--- config.mk ---
export PLATFORM = sky130hd
export DESIGN_NAME = lab4_branch_update_queue
export DESIGN_NICKNAME = d
export VERILOG_FILES = /design/src/rtl/lab4_branch_pkg.sv /design/src/rtl/lab4_branch_update_queue_buf.sv /design/src/rtl/lab4_branch_update_queue.sv
export SDC_FILE = /design/constraint.sdc
export NUM_CORES = 1
export LEC_CHECK = 0
export ABC_AREA = 1
export BUFFER_PORTS_ARGS = -buffer_cell sky130_fd_sc_hd__buf_2
export CAP_MARGIN = 10
export CORE_UTILIZATION = 25
export DETAILED_ROUTE_END_ITERATION = 10
export PLACE_DENSITY = 0.47
export SYNTH_ARGS = -nofsm -noshare
export SYNTH_HDL_FRONTEND = slang
export SYNTH_SLANG_ARGS = --single-unit
--- constraint.sdc ---
create_clock -name clk -period 2.85 [get_ports clk]
set_input_delay 0 -clock clk [delete_from_list [all_inputs] [get_ports clk]]
set_output_delay 0 -clock clk [all_outputs]
set_load 0.005 [all_outputs]
--- src/rtl/lab4_branch_pkg.sv ---
// Shared types for the branch update queue: the entry layout and the PC width.
package lab4_branch_pkg;

    localparam int BR_PC_W = 32;

    typedef struct packed {
        logic [BR_PC_W-1:0] pc;
        logic               pred;
    } br_entry_t;

    function automatic logic is_mispredict(input br_entry_t e, input logic taken);
        return e.pred != taken;
    endfunction

endpackage

--- src/rtl/lab4_branch_update_queue_buf.sv ---
// Circular entry store for in-flight branches, with head/tail pointers.
// Each pointer has one extra wrap bit so that full and empty can be told apart.
module lab4_branch_update_queue_buf
    import lab4_branch_pkg::*;
#(
    parameter int DEPTH = 4
) (
    input  logic      clk,
    input  logic      reset,
    input  logic      i_push,
    input  br_entry_t i_push_data,
    input  logic      i_pop,
    input  logic      i_clear,
    output logic      o_full,
    output logic      o_empty,
    output br_entry_t o_head
);

    localparam int AW = $clog2(DEPTH);

    logic [AW:0] r_head;
    logic [AW:0] r_tail;
    br_entry_t   r_mem [DEPTH];

    logic w_do_push;
    logic w_do_pop;

    assign o_empty   = (r_head == r_tail);
    assign o_full    = (r_head[AW-1:0] == r_tail[AW-1:0]) && (r_head[AW] != r_tail[AW]);
    assign o_head    = r_mem[r_head[AW-1:0]];
    assign w_do_push = i_push && !o_full && !i_clear;
    assign w_do_pop  = i_pop && !o_empty && !i_clear;

    always_ff @(posedge clk) begin
        if (!reset || i_clear) begin
            r_head <= '0;
            r_tail <= '0;
        end else begin
            if (w_do_push) r_tail <= r_tail + 1'b1;
            if (w_do_pop)  r_head <= r_head + 1'b1;
        end
    end

    always_ff @(posedge clk) begin
        if (w_do_push) r_mem[r_tail[AW-1:0]] <= i_push_data;
    end

endmodule

--- src/rtl/lab4_branch_update_queue.sv ---
// In-order queue of predicted branches between fetch and execute.
// Resolves the oldest entry, drives the gshare update one cycle later, and keeps mispredict statistics.
module lab4_branch_update_queue
    import lab4_branch_pkg::*;
#(
    parameter int DEPTH = 4
) (
    input  logic               clk,
    input  logic               reset,
    input  logic               enq_val,
    output logic               enq_rdy,
    input  logic [BR_PC_W-1:0] enq_pc,
    input  logic               enq_pred,
    input  logic               res_val,
    output logic               res_rdy,
    input  logic [BR_PC_W-1:0] res_pc,
    input  logic               res_taken,
    input  logic               flush,
    output logic               upd_en,
    output logic               upd_val,
    output logic [BR_PC_W-1:0] upd_pc,
    output logic               mispred,
    output logic               order_err,
    output logic [31:0]        num_br,
    output logic [31:0]        num_misp
);

    logic      w_full;
    logic      w_empty;
    br_entry_t w_head;
    br_entry_t w_enq_entry;
    logic      w_enq_fire;
    logic      w_res_fire;
    logic      w_upd_fire;
    logic      w_misp;
    logic      w_clear;

    logic               r_upd_en;
    logic               r_upd_val;
    logic [BR_PC_W-1:0] r_upd_pc;
    logic               r_mispred;
    logic               r_order_err;
    logic [31:0]        r_num_br;
    logic [31:0]        r_num_misp;

    assign enq_rdy     = !w_full;
    assign res_rdy     = !w_empty;
    assign w_enq_fire  = enq_val && !w_full;
    assign w_res_fire  = res_val && !w_empty;
    // flush suppresses the resolve entirely, so no update and no statistics.
    assign w_upd_fire  = w_res_fire && !flush;
    assign w_misp      = w_upd_fire && is_mispredict(w_head, res_taken);
    // A mispredict squashes every younger entry, including one enqueued this cycle.
    assign w_clear     = flush || w_misp;
    assign w_enq_entry = '{pc: enq_pc, pred: enq_pred};

    lab4_branch_update_queue_buf #(
        .DEPTH(DEPTH)
    ) u_buf (
        .clk         (clk),
        .reset       (reset),
        .i_push      (w_enq_fire),
        .i_push_data (w_enq_entry),
        .i_pop       (w_upd_fire),
        .i_clear     (w_clear),
        .o_full      (w_full),
        .o_empty     (w_empty),
        .o_head      (w_head)
    );

    always_ff @(posedge clk) begin
        if (!reset) begin
            r_upd_en    <= 1'b0;
            r_upd_val   <= 1'b0;
            r_upd_pc    <= '0;
            r_mispred   <= 1'b0;
            r_order_err <= 1'b0;
            r_num_br    <= '0;
            r_num_misp  <= '0;
        end else begin
            r_upd_en  <= w_upd_fire;
            r_mispred <= w_misp;
            if (w_upd_fire) begin
                r_upd_val <= res_taken;
                r_upd_pc  <= w_head.pc;
                r_num_br  <= r_num_br + 32'd1;
                if (res_pc != w_head.pc) r_order_err <= 1'b1;
            end
            if (w_misp) r_num_misp <= r_num_misp + 32'd1;
        end
    end

    assign upd_en    = r_upd_en;
    assign upd_val   = r_upd_val;
    assign upd_pc    = r_upd_pc;
    assign mispred   = r_mispred;
    assign order_err = r_order_err;
    assign num_br    = r_num_br;
    assign num_misp  = r_num_misp;

endmodule

==> results.toml <==
[placement]
post-place-ws_ns = 0.412
port_buffers = 172
dp.cells = 2008
dp_hpwl_um = 21900
postPlaceCellArea_um2 = 12500
routabilityCongestion = 0.845

[logic_synthesis]
syn_inst = 1283
synthesis.area_um2 = 11000
yosysWarningCount = 0
synth-async-reset-ratio_pct = 0
syn_avg_cell_area_um2 = 8.54
synth.net_count = 1361
ys_types = 35
ys_seq_area_share_pct = 55.9
synth_edf_count = 132
ys.flop_type = "edfxtp_1"
ys_ff_latch = 240

[global_routing]
grt_max_degree = 54
grt_pass1_vias = 8761
grt_usage_pct = 14.3
overflow = 0
grt_pass1_wl_um = 49600
grt_antenna_before_repair = 2

[route]
ant_nets = 0
remaining_drc_errors = 0
via_per_inst = 4.37
routedWlPerCell_um = 15.3
drtIter0Drc = 395
route.vias.total = 9165
drt_first_pass_iters = 5
drt_wl_total_um = 32000

[cts]
clock_sinks = 240
tritoncts = "built"
cts_resized = 0
cts_inserted_buffers = 28
ctsRootBufferMaster = "clkbuf_16"
holdBufCountCts = 38
path_clk_slew_ns = 0.06
postCtsSetupBuffers = 0
htree_levels = 1
max-clock-path-buffers = 3
clock_latency_ns = 0.58

[die]
die_area_um2 = 44700
core_area_um2 = 43200
die_height_um = 211
start_util_pct = 25.4
io_pins = 173
rows = 76
fp.dieW_um = 211

[timing]
setup_ws_ns = 0.439
rsz0062_at_grt = "no"
worstMarginPinSlew_ns = 0.683
relSlewSlack_pct = 54.5
finalSetupViolCount = 0
hold_slack_ns = 0.0304
hold_violations = 0
clock.fmax_mhz = 415
period_share_pct = 84.6
slew_violations = 0
worst_clock_skew_ns = 0.0363
period_minus_slack_ns = 2.41

[worst_hold_path]
min_path_type = "in -> reg"

[setup_path]
r2r_slack_ns = 0.44
critical_path.max_fanout = 33
arrival_ns = 2.64
endpoint_kind = "flop"
worst_ep_required_time_ns = 3.08
startpoint_type = "flop"
crit_type = "reg -> reg"

[status]
status = "completed"

[run]
cap_viol_max_count = 0

[cells_and_area]
fin_area_um2 = 13900
drive_above_1_share_pct = 16.9
area_growth_pct = 26.6
final_nets = 1569
fin_cells = 2099

[pwr]
power.density_nw_per_um2 = 580
vdd_ir_drop_max_v = 0.000537
p_leak_nw = 5.60
finalPower_w = 0.00805
## cells in the final DEF, fill, tap and decap left out, drive strengths merged, types with 32 or more instances in the layout
cell         synthesis  layout
nor2                91      91
a21oi               95      95
inv                 90      90
dlygate4sd3          0      38
edfxtp             132     132
dfxtp              108     108
nor3                43      43
o21ai               50      50
nand2              427     427
nand3              122     122
clkbuf              15      32
buf                 34     189
## flip-flops by register name (all words and copies together), names as in the netlist, named ones only
| name | flops |
|---|---|
| num_br | 32 |
| mispred | 1 |
| u_buf.r_head | 3 |
| order_err | 1 |
| upd_en | 1 |
| num_misp | 32 |
| u_buf.r_mem | 132 |
| upd_pc | 32 |
| u_buf.r_tail | 3 |
| upd_val | 1 |
## worst paths after layout
path	from	to	cells after the start
setup reg to reg	flop	u_buf.r_mem[2][0]$_DFFE_PP_	10
hold / removal	res_pc[23]	order_err$_SDFFE_PN0P_	9
setup / recovery	flop	u_buf.r_mem[2][0]$_DFFE_PP_	10
hold reg to reg	order_err$_SDFFE_PN0P_	order_err$_SDFFE_PN0P_	2
## through the flow
stage / TNS [ns] / util [%]
floorplan: -26.34 / -
global placement: 0 / 28.9
detailed placement: 0 / 28.9
CTS: 0 / 32.1
global route: 0 / 32.2
finish: 0 / 32.2
## report_power, final
group	total (W)	internal, W	switching (W)
combinational	0.000387	0.000151	0.000237
clock	0.00395	0.00245	0.00150
sequential	0.00372	0.00370	0.0000192
## metal layers
layer | wire length (um) | global-route usage, % | share of wire, % | up-vias
met5 | 16 | 0 | 0.050 | -
met4 | 615 | 3.27 | 1.9 | 2
met3 | 1640 | 2.37 | 5.1 | 38
met2 | 14700 | 23.8 | 46 | 214
met1 | 15100 | 19.2 | 47 | 4224
li1 | - | - | - | 4687
## synthesized netlist by cell type (2+ instances only)
master / instances / area (um2)
buf_4: 10 / 75.1
nand2_2: 4 / 25.0
o21a_1: 2 / 15.0
o21ai_0: 50 / 250
buf_6: 8 / 90.1
clkbuf_1: 15 / 56.3
buf_2: 16 / 80.1
nor3b_1: 2 / 15.0
dfxtp_1: 108 / 2160
a21oi_1: 95 / 475
and3_1: 2 / 12.5
nand4_1: 9 / 56.3
nand3b_1: 7 / 52.6
nand2_1: 423 / 1590
xnor2_1: 19 / 166
ha_1: 7 / 87.6
nand3_1: 121 / 606
inv_1: 87 / 327
edfxtp_1: 132 / 3960
xor2_1: 21 / 184
nor2_1: 89 / 334
inv_4: 2 / 12.5
nor3_1: 42 / 210
## cell families after synthesis
logic type | Yosys count | synth area share, %
AO/OA/AOI/OAI | 151 | 7.02
buffers and inverters | 139 | 5.88
adder cells (fa/ha/maj) | 7 | 0.799
AND/OR/NAND/NOR | 705 | 27.0
flip-flops | 240 | 55.9
XOR/XNOR | 41 | 3.45
## critical path: stages (launching register included)
cell,delay (ns)
dfxtp_2,0.55
inv_2,0.10
nand2_1,0.08
nand3_2,0.06
nand2_2,0.12
xor2_4,0.23
nor2_4,0.05
nor2_2,0.14
nand2_1,0.29
nor2_4,0.20
buf_12,0.26
## cell type report
class / count / area [um2]
Clock buffer: 32 / 756
Tap cell: 585 / 732
Fill cell: 4553 / 29300
Inverter: 90 / 343
Timing Repair Buffer: 227 / 1420
Sequential cell: 240 / 6130
Multi-Input combinational cell: 904 / 4220
Antenna cell: 1 / 2.50
Clock inverter: 20 / 282
No activity file was read; power rests on OpenSTA's default activity.
